File: config.mk
export PLATFORM = sky130hd
export DESIGN_NAME = fpmult_vrtl
export DESIGN_NICKNAME = d
export VERILOG_FILES = /design/src/rtl/fpmult_vrtl.sv
export SDC_FILE = /design/constraint.sdc
export NUM_CORES = 1
export LEC_CHECK = 0
export ABC_CLOCK_PERIOD_IN_PS = 4400
export CORE_ASPECT_RATIO = 1.1
export CORE_MARGIN = 2
export CORE_UTILIZATION = 45
export DETAILED_ROUTE_END_ITERATION = 12
export GPL_TIMING_DRIVEN = 1
export PLACE_DENSITY = 0.64
export SYNTH_ARGS = -nofsm -noshare
export SYNTH_HDL_FRONTEND = slang
export SYNTH_SLANG_ARGS = --single-unit
export TNS_END_PERCENT = 20
File: constraint.sdc
create_clock -name clk -period 4.4 [get_ports clk]
set_input_delay 0.88 -clock clk [delete_from_list [all_inputs] [get_ports clk]]
set_output_delay 0.88 -clock clk [all_outputs]
set_load 0.1 [all_outputs]
File: src/rtl/fpmult_vrtl.sv
// rtl/fpmult_vrtl.sv - fixed-point shift-and-add multiplier with val/rdy handshake
// One multiplier bit per cycle. A signed multiplier MSB carries negative weight, so its partial product is subtracted.
module fpmult_vrtl #(
  parameter int n    = 32,
  parameter int d    = 16,
  parameter int sign = 1
) (
  input  logic         clk,
  input  logic         reset,
  input  logic         recv_val,
  output logic         recv_rdy,
  input  logic [n-1:0] a,
  input  logic [n-1:0] b,
  output logic         send_val,
  input  logic         send_rdy,
  output logic [n-1:0] c
);

  typedef enum logic [1:0] {IDLE, CALC, DONE} state_t;

  localparam int CW = (n > 1) ? $clog2(n) : 1;
  localparam logic [CW-1:0] LAST = CW'(n - 1);

  state_t          r_state;
  logic            r_recv_rdy;
  logic            r_send_val;
  logic [2*n-1:0]  r_acc;
  logic [2*n-1:0]  r_mcand;
  logic [n-1:0]    r_mplier;
  logic [CW-1:0]   r_cnt;
  logic [n-1:0]    r_c;

  logic [2*n-1:0]  w_ext;
  logic [2*n-1:0]  w_pp;
  logic [2*n-1:0]  w_sum;
  logic            w_last;
  logic            w_sub;

  // The multiplicand is widened once at accept, so later shifts carry its sign into the upper half.
  assign w_ext  = (sign != 0) ? {{n{a[n-1]}}, a} : {{n{1'b0}}, a};
  assign w_pp   = r_mplier[0] ? r_mcand : '0;
  assign w_last = (r_cnt == LAST);
  assign w_sub  = (sign != 0) && w_last;
  assign w_sum  = w_sub ? (r_acc - w_pp) : (r_acc + w_pp);

  always_ff @(posedge clk) begin
    if (reset) begin
      r_state    <= IDLE;
      r_recv_rdy <= 1'b1;
      r_send_val <= 1'b0;
      r_acc      <= '0;
      r_mcand    <= '0;
      r_mplier   <= '0;
      r_cnt      <= '0;
      r_c        <= '0;
    end else begin
      case (r_state)
        IDLE: begin
          if (recv_val) begin
            r_mcand    <= w_ext;
            r_mplier   <= b;
            r_acc      <= '0;
            r_cnt      <= '0;
            r_state    <= CALC;
            r_recv_rdy <= 1'b0;
          end
        end
        CALC: begin
          r_acc    <= w_sum;
          r_mcand  <= r_mcand << 1;
          r_mplier <= r_mplier >> 1;
          if (w_last) begin
            r_c        <= w_sum[n+d-1:d];
            r_cnt      <= '0;
            r_state    <= DONE;
            r_send_val <= 1'b1;
          end else begin
            r_cnt <= r_cnt + CW'(1);
          end
        end
        DONE: begin
          if (send_rdy) begin
            r_state    <= IDLE;
            r_send_val <= 1'b0;
            r_recv_rdy <= 1'b1;
          end
        end
        default: begin
          r_state    <= IDLE;
          r_send_val <= 1'b0;
          r_recv_rdy <= 1'b1;
        end
      endcase
    end
  end

  assign recv_rdy = r_recv_rdy;
  assign send_val = r_send_val;
  assign c        = r_c;

endmodule

Word level (Yosys, flattened, before mapping)
Index checks and enable logic that the tools add are counted.
Widths: inputs -> output; s select.
- bits of input ports: 68
- flip-flop bits (word level): 201
- output and inout bits: 34
- logic and storage cells: 47
- eq/ne operators: 6
- reductions and logical operators: 7
- $add $sub $neg: 3
- bitwise operators: 2
- mux-type cells: 21
- operators by type and width (cell ; number):
    $mux 64 ; 4
    $pmux 64 s2 ; 2
    $add 64x64->64 ; 1
    $pmux 32 s2 ; 1
    $sub 64x64->64 ; 1
    $mux 32 ; 1
    $mux 5 ; 2
    $pmux 5 s2 ; 1
    $reduce_and 3->1 ; 3
    $mux 2 ; 3
    $ne 2x2->1 const B ; 3
    $pmux 1 s3 ; 2
    $pmux 2 s3 ; 1
    $add 5x1->5 const B ; 1
    $eq 5x5->1 const B ; 1
    $mux 1 ; 4
    $reduce_and 2->1 ; 2
    $eq 2x1->1 const B ; 1
    $eq 2x2->1 const B ; 1
    $logic_not 2->1 ; 1
    $not 1->1 ; 2
    $reduce_bool 2->1 ; 1

Logic depth before layout (Yosys ltp)
Gate-level depths: netlist of run 1.
- depth after elaboration: 4
- mapped depth: 23
- mapped depth without buffers: 19

Least setup slack after synthesis of run 1
OpenSTA, ideal clock, no wires.
- path type: reg2reg
- start: register r_mcand[3]
- end: register r_acc[41]
- stages on the path, launching flop included: 20
- path buffers: 1
- slack: 0.110 ns
- data required time: 4.276 ns
- arrival time: 4.166 ns
- clock period less this slack: 4.290 ns
- library setup time: 0.124 ns
- cell sequence: dfxtp_1 > or4_4 > or3_2 > a21boi_2 > nand2_1 > nor4_1 > nor2_1 > nand3_1 > o211ai_1 > ha_1 > buf_2 > a21oi_1 > o21ai_0 > a221o_1 > a211oi_1 > o22a_1 > o211ai_2 > a21oi_1 > xnor2_1 > o21ai_0
- word-level cells in the longest chain between the ends: 4
- elaborated cells between the ends (all ways): 5
- those cells by class: 2 x add/sub; 3 x mux
- RTL lines (what ; line ; text):
    start: declaration ; 28 ; logic [2*n-1:0] r_mcand;
    start signal: assignment ; 60 ; r_mcand <= w_ext;
    start signal: assignment ; 70 ; r_mcand <= r_mcand << 1;
    $mux 64 * ; 41 ; assign w_pp = r_mplier[0] ? r_mcand : '0;
    $add 64x64->64 / $sub 64x64->64 (equally long branches) ; 44 ; assign w_sum = w_sub ? (r_acc - w_pp) : (r_acc + w_pp);
    $mux 64 * ; 44 ;
    $pmux 64 s2 * ; 57 ; case (r_state)
    end signal: assignment ; 69 ; r_acc <= w_sum;
    end: declaration ; 27 ; logic [2*n-1:0] r_acc;
Every way passes the cells marked *; elsewhere a longest branch is shown, timed or not.
A chain may end at the register's enable or synchronous reset.

Worst setup path in the final report of run 1
- start: register r_mcand[6]
- end: register r_c[27], in the netlist c[27]
- word-level cells in the longest chain between the ends: 3
- elaborated cells between the ends (all ways): 4
- those cells by class: 2 x add/sub; 2 x mux
- RTL lines (what ; line ; text):
    $mux 64 * ; 41 ;
    $add 64x64->64 / $sub 64x64->64 (equally long branches) ; 44 ;
    $mux 64 * ; 44 ;
    end signal: assignment ; 73 ; r_c <= w_sum[n+d-1:d];
    end: declaration ; 31 ; logic [n-1:0] r_c;
Marks and branches as above.

==> out/results.tsv, run 1 <==
stage	metric	value	unit
timing	Final WS setup	-0.0492	ns
logic_synthesis	post-synthesis average cell area	7.71	sq um
timing	worst-case headroom to the max-slew limit	0.302	
placed_design	pre-CTS setup slack	-0.148	ns
logic_synthesis	sequential-to-total area share from yosys stat	0.305	
logic_synthesis	commonest cells in the netlist	181 x a21oi_1, 169 x dfxtp_1, 155 x nand2_1	
timing	Slew @ Worst Pin	1.05	ns
global_route	GRT Total Usage	0.244	
logic_synthesis	most common cell in the netlist	a21oi_1	
logic_synthesis	number of flops mapped to enable cells by yosys	0	
power_and_ir_drop	PnR Total Power	6450	uW
timing	post-route clock period utilization	1.01	
floorplanning	die height	169	microns
cts	htree depth	4	
floorplanning	DIE AREA	26000	sq um
timing	endpoints failing setup	3	
placed_design	Placed Cells	1847	
placed_design	I/O Buffers	101	
cts	Post-CTS Hold Fix Bufs	0	
cts	cts bufs inserted	17	
finish	share of cells above drive strength 1	0.188	
finish	final-layout fill cell count	2281	
placed_design	post-DP HPWL	23.0	mm
timing	Fin. Hold Viols	0	
cts	clock sink count	169	
status	status	complete, but fails checks	
logic_synthesis	Synth cell types	76	
critical_path	maximum fanout along the worst path	5	
placed_design	GP Congestion	0.954	
floorplanning	die width	154	microns
timing	Tmin final	4.45	ns
cts	latest clock arrival within the worst-skew pair	0.44	ns
global_route	grt ovf	0	
logic_synthesis	Primary FF master, synth	dfxtp_1	
finish	area growth from synthesis to layout	24.1	%
critical_path	Worst R2R End	c[27]	
critical_path	Critical path origin	r_mcand[6]	
power_and_ir_drop	maximum VDD drop	0.264	mV
finish	n_diodes	0	
global_route	vias in the first global route	10117	
cts	clk buf depth	2	
global_route	initial antenna violation count	0	
cts	clock root buffer	clkbuf_16	
global_route	first-pass GRT wire length	51.5	mm
critical_path	R2R cell count	19	
timing	RSZ-0062 raised after global routing	true	
finish	Post-Layout Inst Area	13800	sq um
critical_path	internal reg-to-reg setup slack	-0.05	ns
routing	DRC viols	0	
logic_synthesis	yosys warns	0	
timing	f_max	0.225	GHz
routing	drt first-iter violations	828	
routing	vias per cell	5.72	
logic_synthesis	Synth Instances	1440	
finish	Finished Layout Cells	1883	
global_route	pin count of the biggest net entering global routing	126	
floorplanning	num ports	102	
timing	Clock Skews	0.0115	ns
critical_path	critical path launch point type	flip-flop	
routing	DR WL/cell	17.1	microns
critical_path	Worst R2R Start	r_mcand[6]	
floorplanning	row cnt	60	
logic_synthesis	top cells by area, synth	dfxtp_1 30%, a21oi_1 8.2%, o221a_2 6.2%	
cts	Clock transition at path regs	0.07	ns
timing	final slew viol count	0	
placed_design	cell area after placement	12800	sq um
finish	# nets final	1679	
min_path	Hold WC Path Type	flip-flop to flip-flop	
logic_synthesis	FFs w/ async S/R, synth	0	
critical_path	Worst Path Arrival	4.81	ns
critical_path	Required @ worst endpoint	4.76	ns
routing	drt total wl	32.2	mm
routing	Via Count	10776	
floorplanning	core area	24400	sq um
power_and_ir_drop	Pleak	0.00557	uW
job	maxcap violations	0	
routing	DR pass1 iterations	5	
critical_path	Worst Setup End Kind	flip-flop	
logic_synthesis	syn_nets	1559	
routing	post-route ant nets	0	
status	failing checks	setup timing	
logic_synthesis	number of synthesized register bits	169	
cts	CTS tree	built	
floorplanning	Initial Util	0.455	
critical_path	Crit Path Class	flip-flop to flip-flop	
power_and_ir_drop	pwr dens	468	nW/um^2
logic_synthesis	cell taking the most area after synthesis	dfxtp_1	
logic_synthesis	post-synth top area share	0.305	
logic_synthesis	Synth Cell Area	11100	sq um
critical_path	Critical path destination	c[27]	
layout by cell type, fill, tap and decap left out, drive strengths merged, types with 8 or more instances in the layout:
master	netlist	routed
a31oi	16	16
and2	8	8
o211ai	10	10
a211oi	12	12
xor2	55	55
or2	11	11
or3	8	8
o21ai	73	73
nor3	19	19
nand3	36	36
nor2	154	154
nand2b	10	10
o21bai	9	9
dfxtp	169	169
clkbuf	97	19
ha	50	50
nand2	156	156
o221a	61	61
a22oi	42	42
xnor2	27	27
nor4	10	10
clkdlybuf4s50	0	99
inv	24	33
a21o	21	21
nand4	9	9
nor2b	64	64
a21oi	183	183
buf	14	114
and3	15	15
logic make-up (layout without fill, tap and decap cells):
family / count (synthesis) / count (layout) / share of synthesized area
flip-flops: 169 / 169 / 0.305
AND/OR/NAND/NOR: 520 / 520 / 0.222
adder cells (fa/ha/maj): 51 / 51 / 0.0581
buffers and inverters: 136 / 269 / 0.0543
AO/OA/AOI/OAI: 480 / 480 / 0.295
XOR/XNOR: 82 / 82 / 0.0647
multiplexers: 2 / 2 / 0.00180
sequential cells by signal, indices dropped and copies added, names as in the netlist:
register  count
c            32
r_mcand      48
recv_rdy      1
r_cnt         5
r_acc        48
r_mplier     32
send_val      1
r_state       2
power breakdown:
part / switching (uW) / internal [uW]
sequential: 127 / 1680
combinational: 1660 / 1350
clock: 732 / 901
total: 2520 / 3930
per-layer routing:
| layer | track usage | vias up | wire (microns) |
|---|---|---|---|
| met1 | 0.345 | 4999 | 15900 |
| met4 | 0.0760 | 0 | 598 |
| met5 | 0 | - | 0 |
| li1 | - | 5439 | - |
| met3 | 0.0328 | 39 | 1510 |
| met2 | 0.387 | 299 | 14200 |
through the flow:
stage                      util  TNS [ns]  hold slack (ns)
after global placement    0.525    -0.400            0.441
final                     0.565   -0.0701            0.452
after global routing      0.565     -3.25            0.472
after CTS                 0.553   -0.0614            0.455
after floorplan               -         0            0.432
after detailed placement  0.525     -1.16            0.445
repair_timing:
action,CTS,global route
endpoints found under the hold margin,0,0
pin swaps,2,27
resized for setup,12,65
buffers inserted,0,4
endpoints found under the setup margin,16,47
gates cloned,0,0
how the worst min path moves through the flow:
stage,slack (ns),end,start,cells past startpoint
after detailed placement,0.45,c[10],c[10],2
after floorplan,0.43,r_acc[16],r_acc[16],2
final,0.45,c[4],c[4],2
after CTS,0.45,c[10],c[10],2
after global routing,0.47,c[4],c[4],2
after global placement,0.44,r_acc[32],r_acc[32],2
cell type report:
class | count | area [sq um] | area share
inverters | 24 | 90.1 | 0.00653
well taps | 310 | 388 | 0.0281
repair buffers | 213 | 1850 | 0.134
clock inverters | 13 | 173 | 0.0125
multi-input cells | 1135 | 7440 | 0.540
clock buffers | 19 | 454 | 0.0329
flip-flops and latches | 169 | 3390 | 0.246
critical path: stages (launching register included):
cell      delay [ns]
dfxtp_2         0.32
or4_4           0.53
buf_6           0.14
nor3_4          0.14
nand2_2         0.12
o41ai_4         0.38
a21boi_2        0.26
a21oi_2         0.08
xor2_1          0.19
nand2_1         0.15
ha_4            0.34
nand2_2         0.06
o211ai_1        0.24
a311oi_2        0.15
o31a_1          0.28
o31a_1          0.37
nand2_1         0.11
a21oi_2         0.07
or3_1           0.31
a31oi_1         0.13
No activity file was read; power rests on OpenSTA's default activity.
==> inputs of run 2 (changes only) <==
- CORE_UTILIZATION: 45 -> 30
- PLACE_DENSITY: 0.64 -> 0.46
==> out/results.tsv, run 2 (synthesized netlist as in run 1, its figures left out) <==
stage	metric	value	unit	change
critical_path	critical path launch point type	flip-flop		
finish	# nets final	1732		+3.2%
timing	Fin. Hold Viols	0		unchanged
critical_path	Crit Path Class	flip-flop to flip-flop		
power_and_ir_drop	Comb pwr share	0.507		+0.040
global_route	initial antenna violation count	0		unchanged
finish	biggest regs	r_acc: 48 flops, r_mcand: 48 flops		
floorplanning	Initial Util	0.306		-0.150
placed_design	GP Congestion	0.869		-8.9%
timing	endpoints failing setup	1		-2
floorplanning	die height	206	microns	+22%
routing	drt first-iter violations	599		-28%
timing	post-route clock period utilization	1.00		-0.0101
timing	Slew @ Worst Pin	1.14	ns	+0.0925 ns
routing	Via Count	10797		+0.19%
critical_path	maximum fanout along the worst path	5		unchanged
routing	post-route ant nets	0		unchanged
power_and_ir_drop	Switch Pwr	2620	uW	+3.8%
job	maxcap violations	0		unchanged
floorplanning	core area	36400	sq um	+49%
finish	area growth from synthesis to layout	30.3	%	
routing	drt total wl	35.7	mm	+11%
finish	n_diodes	0		unchanged
finish	commonest non-fill, non-tap cell in the layout	dfxtp_1		
finish	commonest cells after routing, fill and taps aside	165 x dfxtp_1, 160 x buf_4, 156 x a21oi_1		
critical_path	critical path's slowest cell	or4_4		
timing	worst-case headroom to the max-slew limit	0.241		-0.0617
finish	final-layout fill cell count	3810		+67%
critical_path	cells along the critical path	or4_4 > buf_6 > nor3_4 > nand2_2 > o41ai_4 > a21boi_2 > a21oi_2 > xor2_1 > nand2_1 > ha_4 > nand2_2 > o211ai_1 > a311oi_2 > o31a_1 > o31a_1 > nand2_2 > a21oi_4 > or3_1 > a31oi_1		
global_route	GRT Total Usage	0.185		-0.0586
cts	latest clock arrival within the worst-skew pair	0.47	ns	+0.03 ns
timing	RSZ-0062 raised after global routing	true		
timing	Hold Slack	0.454	ns	+0.00258 ns
min_path	Hold WC Path Type	flip-flop to flip-flop		
cts	clock root buffer	clkbuf_16		
timing	f_max	0.227	GHz	+1.0%
cts	clk buf depth	2		unchanged
cts	clock sink count	169		unchanged
routing	DRC viols	0		unchanged
timing	final slew viol count	0		unchanged
power_and_ir_drop	Pleak	0.00580	uW	+4.1%
floorplanning	num ports	102		unchanged
routing	vias per cell	5.11		-11%
critical_path	most frequent CP cell	nand2_2		
critical_path	Required @ worst endpoint	4.79	ns	+0.03 ns
global_route	grt ovf	0		unchanged
routing	DR pass1 iterations	5		unchanged
power_and_ir_drop	Seq pwr share	0.274		-0.006
power_and_ir_drop	pwr dens	456	nW/um^2	-2.5%
finish	share of cells above drive strength 1	0.228		+0.0400
floorplanning	row cnt	73		+22%
cts	htree depth	4		unchanged
global_route	first-pass GRT wire length	56.5	mm	+9.8%
timing	Clock Skews	0.0137	ns	+0.00223 ns
critical_path	Worst Setup End Kind	flip-flop		
global_route	vias in the first global route	10412		+2.9%
timing	Tmin final	4.40	ns	-0.0445 ns
floorplanning	die width	187	microns	+22%
placed_design	post-DP HPWL	26.0	mm	+13%
cts	Clock transition at path regs	0.07	ns	about the same
status	status	complete, but fails checks		
routing	DR WL/cell	16.9	microns	-1.2%
critical_path	max incr delay on CP	0.55	ns	+0.02 ns
cts	cts bufs inserted	17		unchanged
timing	Final WS setup	-0.00464	ns	+0.0445 ns
power_and_ir_drop	Pint	3980	uW	+1.4%
critical_path	Worst Path Arrival	4.80	ns	about the same
status	failing checks	setup timing		
power_and_ir_drop	Switching Share	0.397		+0.00551
floorplanning	DIE AREA	38600	sq um	+49%
power_and_ir_drop	maximum VDD drop	0.321	mV	+22%
cts	CTS tree	built		
power_and_ir_drop	PnR Total Power	6600	uW	+2.3%
power_and_ir_drop	Clock Power Share	0.219		-0.034
placed_design	I/O Buffers	101		unchanged
global_route	pin count of the biggest net entering global routing	71		-44%
## run 2: worst max-delay path: cells and delay by family, from the launching register on
family | cells | cell delay, ns
AND/OR/NAND/NOR | 7 | 1.42
adder cells (fa/ha/maj) | 1 | 0.33
flip-flops | 1 | 0.32
XOR/XNOR | 1 | 0.14
AO/OA/AOI/OAI | 9 | 1.98
buffers and inverters | 1 | 0.14
## run 2: metal layers
metal	GRT usage	part of all wire
met4	0.0537	0.015
met2	0.299	0.45
met3	0.0293	0.038
met5	0	0
met1	0.255	0.50
## run 2: timing repair
item                                    in CTS  in global routing
endpoints found under the setup margin      37                 56
buffers inserted                             1                  9
pin swaps                                    2                 58
resized for setup                           28                 93
hold endpoints to repair                     0                  0
hold buffers                                 0                  0
## run 2: layout make-up
type                            count  area, sq um  share of cell area
Clock buffer                       20          447              0.0309
Clock inverter                     12         92.6             0.00640
Inverter                           24         90.1             0.00622
Multi-Input combinational cell   1135         7590               0.524
Sequential cell                   169         3390               0.234
Tap cell                          487          609              0.0421
Timing Repair Buffer              266         2260               0.156
## run 2: power groups by stage
stage / Clock [uW] / Combinational (uW) / Sequential [uW]
2_1_floorplan: 0 / 1920 / 1800
3_3_place_gp: 0 / 3010 / 1840
3_5_place_dp: 0 / 3000 / 1840
4_1_cts: 1490 / 3090 / 1800
5_1_grt: 1540 / 3680 / 1830
6_report: 1450 / 3350 / 1810
## run 2: per-stage QoR
stage	util	instances	instance area (sq um)	setup TNS (ns)	worst slack, ns
after floorplan	-	1440	11100	0	0.110
after global placement	0.368	2071	13400	-2.27	-0.220
after detailed placement	0.368	2071	13400	-3.76	-0.284
after CTS	0.386	2104	14000	-0.0522	-0.0252
after global routing	0.398	2113	14500	-2.69	-0.273
final	0.398	2113	14500	-0.00464	-0.00464
## run 2: worst paths after layout
path	start	cells past startpoint	slack [ns]	to
worst max-delay path	r_mcand[6]	19	-0.005	c[27]
worst min-delay path	c[18]	2	0.45	c[18]
worst max register to register	r_mcand[6]	19	-0.005	c[27]
worst min register to register	c[18]	2	0.45	c[18]
